===== src/rtl/i2c_codec_cmd_seq.sv =====
// Codec register-write sequencer: replays a write table through the I2C controller,
// retries NACKed writes, and services runtime left/right volume updates.
module i2c_codec_cmd_seq #(
    parameter int         NUM_CMDS  = 9,
    parameter logic [6:0] DEV_ADDR  = 7'h1A,
    parameter int         MAX_RETRY = 3,
    parameter logic [6:0] LVOL_REG  = 7'h02,
    parameter logic [6:0] RVOL_REG  = 7'h03
) (
    input  logic                   clk_i2c,
    input  logic                   reset,
    input  logic [16*NUM_CMDS-1:0] cmd_table,
    input  logic                   restart,
    input  logic                   vol_update,
    input  logic [8:0]             vol_l,
    input  logic [8:0]             vol_r,
    output logic [23:0]            i2c_data,
    output logic                   i2c_go,
    input  logic                   i2c_end,
    input  logic [2:0]             i2c_nack,
    output logic                   busy,
    output logic                   config_done,
    output logic                   error,
    output logic [5:0]             err_idx
);
    // state | meaning
    // IDLE first cycle after reset   LOAD drive word + GO   WAIT await END
    // GAP  2-cycle GO-low rearm      NEXT advance source    DONE idle/serve   ERR retries exhausted
    typedef enum logic [2:0] {IDLE, LOAD, WAIT, GAP, NEXT, DONE, ERR} state_t;
    typedef enum logic [1:0] {SRC_TABLE, SRC_VOL_L, SRC_VOL_R} src_t;

    state_t      state, state_n;
    src_t        src, src_n;
    logic [5:0]  idx, idx_n;
    logic [2:0]  retry, retry_n;
    logic        gap_cnt, gap_cnt_n;
    logic        vol_pend, vol_pend_n;
    logic        restart_pend, restart_pend_n;
    logic [8:0]  vol_l_q, vol_l_q_n, vol_r_q, vol_r_q_n;
    logic [23:0] data_n;
    logic        go_n, busy_n, done_n, error_n;
    logic [5:0]  err_idx_n;
    logic [15:0] entry;

    always_comb begin
        entry = '0;
        for (int i = 0; i < NUM_CMDS; i++)
            if (idx == 6'(i)) entry = cmd_table[16*i +: 16];
    end

    always_comb begin
        state_n        = state;
        src_n          = src;
        idx_n          = idx;
        retry_n        = retry;
        gap_cnt_n      = gap_cnt;
        vol_pend_n     = vol_pend;
        restart_pend_n = restart_pend;
        vol_l_q_n      = vol_l_q;
        vol_r_q_n      = vol_r_q;
        data_n         = i2c_data;
        go_n           = i2c_go;
        busy_n         = busy;
        done_n         = config_done;
        error_n        = error;
        err_idx_n      = err_idx;

        // Requests arriving outside DONE are parked until the sequencer is idle again.
        if (vol_update && state != DONE) vol_pend_n = 1'b1;
        if (restart && state != DONE && state != ERR) restart_pend_n = 1'b1;

        case (state)
            IDLE: begin
                src_n   = SRC_TABLE;
                idx_n   = '0;
                state_n = LOAD;
            end
            LOAD: begin
                case (src)
                    SRC_VOL_L: data_n = {DEV_ADDR, 1'b0, LVOL_REG, vol_l_q};
                    SRC_VOL_R: data_n = {DEV_ADDR, 1'b0, RVOL_REG, vol_r_q};
                    default:   data_n = {DEV_ADDR, 1'b0, entry};
                endcase
                go_n    = 1'b1;
                busy_n  = 1'b1;
                state_n = WAIT;
            end
            WAIT: begin
                if (i2c_end) begin
                    go_n = 1'b0;
                    if (i2c_nack == 3'b000) begin
                        retry_n = '0;
                        state_n = NEXT;
                    end else if (retry < 3'(MAX_RETRY)) begin
                        retry_n   = retry + 3'd1;
                        gap_cnt_n = 1'b0;
                        state_n   = GAP;
                    end else begin
                        retry_n   = '0;
                        error_n   = 1'b1;
                        err_idx_n = (src == SRC_TABLE) ? idx : 6'd63;
                        busy_n    = 1'b0;
                        state_n   = ERR;
                    end
                end
            end
            GAP: begin
                gap_cnt_n = 1'b1;
                if (gap_cnt) state_n = LOAD;
            end
            NEXT: begin
                gap_cnt_n = 1'b0;
                case (src)
                    SRC_VOL_L: begin
                        src_n   = SRC_VOL_R;
                        state_n = GAP;
                    end
                    SRC_VOL_R: begin
                        busy_n  = 1'b0;
                        state_n = DONE;
                    end
                    default: begin
                        if (idx == 6'(NUM_CMDS - 1)) begin
                            done_n  = 1'b1;
                            busy_n  = 1'b0;
                            state_n = DONE;
                        end else begin
                            idx_n   = idx + 6'd1;
                            state_n = GAP;
                        end
                    end
                endcase
            end
            DONE, ERR: begin
                if (restart || restart_pend) begin
                    restart_pend_n = 1'b0;
                    vol_pend_n     = vol_pend || vol_update;
                    done_n         = 1'b0;
                    error_n        = 1'b0;
                    idx_n          = '0;
                    src_n          = SRC_TABLE;
                    state_n        = LOAD;
                end else if (state == DONE && (vol_pend || vol_update)) begin
                    vol_l_q_n  = vol_l;
                    vol_r_q_n  = vol_r;
                    vol_pend_n = 1'b0;
                    src_n      = SRC_VOL_L;
                    state_n    = LOAD;
                end
            end
            default: state_n = IDLE;
        endcase
    end

    always_ff @(posedge clk_i2c or posedge reset) begin
        if (reset) begin
            state        <= IDLE;
            src          <= SRC_TABLE;
            idx          <= '0;
            retry        <= '0;
            gap_cnt      <= 1'b0;
            vol_pend     <= 1'b0;
            restart_pend <= 1'b0;
            vol_l_q      <= '0;
            vol_r_q      <= '0;
            i2c_data     <= '0;
            i2c_go       <= 1'b0;
            busy         <= 1'b0;
            config_done  <= 1'b0;
            error        <= 1'b0;
            err_idx      <= '0;
        end else begin
            state        <= state_n;
            src          <= src_n;
            idx          <= idx_n;
            retry        <= retry_n;
            gap_cnt      <= gap_cnt_n;
            vol_pend     <= vol_pend_n;
            restart_pend <= restart_pend_n;
            vol_l_q      <= vol_l_q_n;
            vol_r_q      <= vol_r_q_n;
            i2c_data     <= data_n;
            i2c_go       <= go_n;
            busy         <= busy_n;
            config_done  <= done_n;
            error        <= error_n;
            err_idx      <= err_idx_n;
        end
    end
endmodule


===== config.mk =====
export PLATFORM = sky130hd
export DESIGN_NAME = i2c_codec_cmd_seq
export DESIGN_NICKNAME = d
export VERILOG_FILES = /design/src/rtl/i2c_codec_cmd_seq.sv
export SDC_FILE = /design/constraint.sdc
export NUM_CORES = 1
export LEC_CHECK = 0
export CORE_MARGIN = 2
export CORE_UTILIZATION = 46
export CTS_CLUSTER_SIZE = 12
export DETAILED_ROUTE_END_ITERATION = 8
export PLACE_DENSITY = 0.87
export SYNTH_ARGS = -nofsm -noshare
export SYNTH_HDL_FRONTEND = slang
export SYNTH_SLANG_ARGS = --single-unit
export TNS_END_PERCENT = 20

===== constraint.sdc =====
create_clock -name clk_i2c -period 5.8 [get_ports clk_i2c]
set_clock_uncertainty 0.2 [all_clocks]
set_input_delay 0.58 -clock clk_i2c [delete_from_list [all_inputs] [get_ports clk_i2c]]
set_output_delay 0.58 -clock clk_i2c [all_outputs]
set_load 0.01 [all_outputs]

# --- Yosys cells after proc, flatten, opt, wreduce, memory -nomap -nowiden ---
# Cells that the tools add are included.
totals:
  input_bits: 170
  reg_bits: 69
op_classes:
  n_mux: 57
  order_cmp: 1
  n_reduce_logical: 29
  add_sub_neg: 2
  n_eq_ne: 31
  bitwise: 3
ops:
  columns: ["operator", "n"]
  rows:
  - ["$mux 16", 9]
  - ["$pmux 16 s2", 1]
  - ["$mux 3", 9]
  - ["$eq 6x3->1 const B", 4]
  - ["$mux 6", 4]
  - ["$ne 2x2->1 const B", 11]
  - ["$mux 1", 21]
  - ["$pmux 3 s6", 1]
  - ["$pmux 6 s3", 1]
  - ["$reduce_and 4->1", 4]
  - ["$eq 6x2->1 const B", 2]
  - ["$ne 3x3->1 const B", 4]
  - ["$eq 3x3->1 const B", 3]
  - ["$reduce_and 3->1", 3]
  - ["$reduce_bool 3->1", 3]
  - ["$pmux 1 s2", 4]
  - ["$add 6x1->6 const B", 1]
  - ["$eq 3x2->1 const B", 2]
  - ["$eq 6x1->1 const B", 1]
  - ["$eq 6x4->1 const B", 1]
  - ["$logic_not 3->1", 2]
  - ["$logic_not 6->1", 1]
  - ["$mux 2", 3]
  - ["$pmux 1 s3", 2]
  - ["other kinds (16)", 26]

# --- Depth between registers and ports, before layout ---
depth:
  ltp_word: 11
  mapped_depth: 9
  depth_no_buf: 7

# --- Worst setup path after synthesis ---
# Ideal clock, no wire load.
synth_path:
  kind: "input to register"
  startpoint: "in restart"
  endpoint: "reg vol_l_q[0]"
  arrival_time_ns: 1.984
  n_path_buf: 1
  path_stages: 5
  setup_slack_ns: 3.489
  path_cell_list: "nor2_1 -> nand3_1 -> nor2_1 -> buf_2 -> mux2_1"
synth_via:
  elab_chain_cells: 3
synth_lines:
  columns: ["element", "line_no", "source"]
  rows:
  - ["from (decl)", "13", "input logic restart,"]
  - ["$logic_or 1x1->1", "135", "if (restart || restart_pend) begin"]
  - ["$not 1->1 (no source line)", null, null]
  - ["$reduce_and 3->1 (no source line)", null, null]
  - ["to (signal assigned)", "180", "vol_l_q <= vol_l_q_n;"]
  - ["to (decl)", "39", "logic [8:0] vol_l_q, vol_l_q_n, vol_r_q, vol_r_q_n;"]
# Every way passes these cells.
# A chain may end at the register's enable or synchronous reset.

# --- Worst setup path after layout ---
layout_path:
  startpoint: "reg idx[2]"
  endpoint: "reg i2c_data[3]"
layout_via:
  elab_chain_cells: 11
layout_lines:
  columns: ["element", "line_no", "source"]
  rows:
  - ["from (decl)", "34", "logic [5:0] idx, idx_n;"]
  - ["from (signal assigned)", "175", "idx <= idx_n;"]
  - ["$logic_not 6->1", "48", "if (idx == 6'(i)) entry = cmd_table[16*i +: 16];"]
  - ["$mux 16 (8 in a row)", "48", null]
  - ["$mux 16 (*)", "48", null]
  - ["$pmux 16 s2 (*)", "79", "case (src)"]
  - ["to (signal assigned)", "182", "i2c_data <= data_n;"]
  - ["to (decl)", "17", "output logic [23:0] i2c_data,"]
# Mark *: on every way between the ends. The rest lies on a longest branch, timed or not.

==> results by group <==
Floorplan
  • # IOs: 204
  • Row count: 36
  • Chip width: between 100 and 150 um
  • Initial Utilization: 0.4695
  • Core ar.: between 9000 and 10000 sq um
  • Total die area: 10700 sq um
  • Die Height: 103.4 um

Hold path
  • Hold Path End: i2c_go
  • Hold Path Origin: i2c_go
  • Min-delay worst type: reg2reg
  • Min-Delay Path Depth: 2

Setup path
  • Slowest stage cell, crit path: dfrtp_1
  • Slowest stage delay, CP: ~1000 ps
  • R2R depth: 5
  • Crit-path leading delay family: simple AND/OR/NAND/NOR gates
  • WP buf/inv: 0
  • Critical path, cell by cell: nor4b_4 -> and2_1 -> a22o_1 -> a221oi_1 -> a21oi_1
  • R2R setup slack: roughly 2700 ps
  • Crit path kind: reg2reg
  • CP startpoint kind: flip-flop
  • Crit path launch: idx[2]
  • Crit Path Max Fanout: 28
  • Req. time, crit path: between 5000 and 6000 ps
  • FF-to-FF Start: idx[2]
  • WP data arrival: 3170 ps
  • Setup crit end kind: flip-flop
  • Worst r2r dst: i2c_data[3]

Clocking
  • CTS tree: done
  • CTS buffer count: 9
  • Post-CTS Hold Buffers: 0
  • Clock root cell: clkbuf_8
  • CTS sink cnt: a little over 60
  • CTS Buffer Depth: 2
  • Clock Pin Slew Worst Setup and Hold Paths: about 80 ps
  • Max H-tree Level: 3
  • CTS resizes: 0
  • Worst skew pair latency: between 300 and 400 ps
  • Setup Fix Bufs, Post-CTS: 0

Logic synthesis
  • Syn_area_per_cell: about 9.1 sq um
  • Ys async rst share: 1.000
  • Post-synth cell types: 70
  • Dominant cell by count in the synthesized netlist: dfrtp_1
  • Synthesized flop and latch total: just over 60
  • Synth warnings: 0
  • Syn Inst Count: ~500
  • Synth Flop Type: dfrtp_1
  • Mapped Area: roughly 4500 sq um
  • Seq/Total Area, Yosys: 0.3412
  • Yosys top cell area share: 0.3412
  • Synth top area cells: dfrtp_1 (34%), o21ai_0 (3.4%), nor2_1 (3.4%)
  • Top cells by count, synth: dfrtp_1 (62), nor2_1 (41), o21ai_0 (31)
  • EDFF count, synth: 0
  • Post-synth top area cell: dfrtp_1

Timing
  • Rel. slew slack: 0.3589
  • Fmax: approximately 320 MHz
  • RSZ-0062 raised after global routing: no
  • Final min period: roughly 3100 ps
  • Final period utilization: 0.5346
  • Setup TNS: 0 ps
  • Slew @ Worst Pin: roughly 960 ps
  • Final slew viol count: 0
  • Hold Violations, Final: 0
  • Final-report setup violation count: 0

Detailed routing
  • DRT antenna net count: 0
  • WL final: about 18000 um
  • Via count: between 5k and 6k
  • Initial DRC count: approximately 460
  • Average wire per standard cell: 21.92 um
  • Vias/cell: between 6 and 7
  • Remaining DRCs: 0
  • First-pass DRT Iterations: 5

GRT
  • Number of global-route vias before repair: slightly below 5k
  • All-Layer GR Usage: 0.3171
  • Largest net degree at the start of global routing: between 60 and 70
  • Initial antenna violation count: 0
  • Total grt overflow: 0
  • First-pass GRT wire length: ~26000 um

Power and ir drop
  • Pwr/cell area: 288.0 nW/um^2
  • Worst VDD drop: ~220 uV
  • Pwr Total: a little under 2000 uW
  • LEAKAGE: 0.002680 uW

Place
  • GPL Wtd Cong: 0.9509
  • Post-DP HPWL: between 10000 and 15000 um
  • PortBufs: a little under 200

Cells and area
  • Final nets: roughly 850
  • Area growth from synthesis to layout: 47.88%
  • Share of layout cells above drive strength 1: 0.07259
  • Antenna diode count: 0

Job
  • Max-cap violations: 0

Outcome
  • Status: finished clean
-- cell type report --
| cell class | instances | area (sq um) |
|---|---|---|
| clock buffer | 11 | 151.4 |
| sequential | 62 | 1551 |
| fill | 756 | 2960 |
| multi-input combinational | 384 | 2744 |
| clock inverter | 5 | 57.56 |
| tap | 133 | 166.4 |
| timing repair buffer | 202 | 2012 |
| inverter | 11 | 41.29 |
-- worst min-delay path: cells and delay by family, from the launching register on --
family / cells / cell delay [ps]
simple gates: 2 / 110
flops: 1 / 350
-- how the worst max path moves through the flow --
stage                   endpoint  cells past startpoint
floorplan                   busy                      1
global placement    i2c_data[10]                      7
CTS                 i2c_data[10]                      7
finish               i2c_data[3]                      5
global route        i2c_data[10]                      7
detailed placement  i2c_data[10]                      7
-- placed cells by master (no fill, tap or decap), types with 9 or more instances in the layout --
| master | synthesis | layout |
|---|---|---|
| o21ai_0 | 31 | 31 |
| inv_1 | 10 | 9 |
| and3_1 | 12 | 12 |
| nor2_1 | 41 | 41 |
| a21oi_1 | 21 | 21 |
| mux2_2 | 12 | 12 |
| nand3_1 | 9 | 9 |
| and2_1 | 10 | 10 |
| clkbuf_8 | 0 | 11 |
| a22oi_1 | 13 | 13 |
| dfrtp_1 | 62 | 62 |
| a22o_1 | 12 | 12 |
| o211ai_1 | 9 | 9 |
| a221o_1 | 14 | 14 |
| nand2_1 | 27 | 27 |
| mux2_1 | 10 | 10 |
| a221oi_1 | 14 | 14 |
| clkdlybuf4s50_1 | 0 | 198 |
-- sequential cells by signal, summed over array words and instances, names as in the netlist --
signal        count
retry             3
error             1
vol_pend          1
err_idx           6
restart_pend      1
state             3
i2c_go            1
src               2
vol_r_q           9
busy              1
i2c_data         17
config_done       1
gap_cnt           1
vol_l_q           9
idx               6
-- metrics by stage --
stage / area [sq um] / hold WS, ps / cells / worst slack, ps / util
CTS: 6724 / 291.2 / 808 / 2760 / 0.6943
floorplan: 4562 / 258.5 / 502 / 3479 / -
detailed placement: 6515 / 275.6 / 792 / 2761 / 0.6727
global placement: 6515 / 261.6 / 792 / 2855 / 0.6727
finish: 6724 / 291.1 / 808 / 2699 / 0.6943
global route: 6724 / 302.5 / 808 / 2477 / 0.6943
-- logic make-up (layout without fill, tap and decap cells) --
kind of cell	count (synthesis)	in the layout	share of synthesized area
adders and majority gates	8	8	0.02202
xor gates and xnor gates	3	3	0.005780
and+or+nand+nor	150	150	0.1915
DFF	62	62	0.3412
other	1	5	0.0008247
AOI/OAI and AO/OA	195	195	0.3233
muxes	23	23	0.05669
buffers and inverters	56	229	0.05861
-- metal layers --
layer | up-vias | part of all wire | global-route usage
met5 | - | 0 | 0
li1 | 2290 | - | -
met2 | 371 | 0.47 | 0.4983
met3 | 50 | 0.095 | 0.05444
met1 | 2451 | 0.40 | 0.4339
met4 | 0 | 0.033 | 0.1336
-- report_power, final --
part | switching (uW) | total, uW | internal [uW]
clock | 187 | 408 | 221
sequential | 107 | 647 | 541
combinational | 412 | 882 | 469
Power figures use the tool's default switching activity.
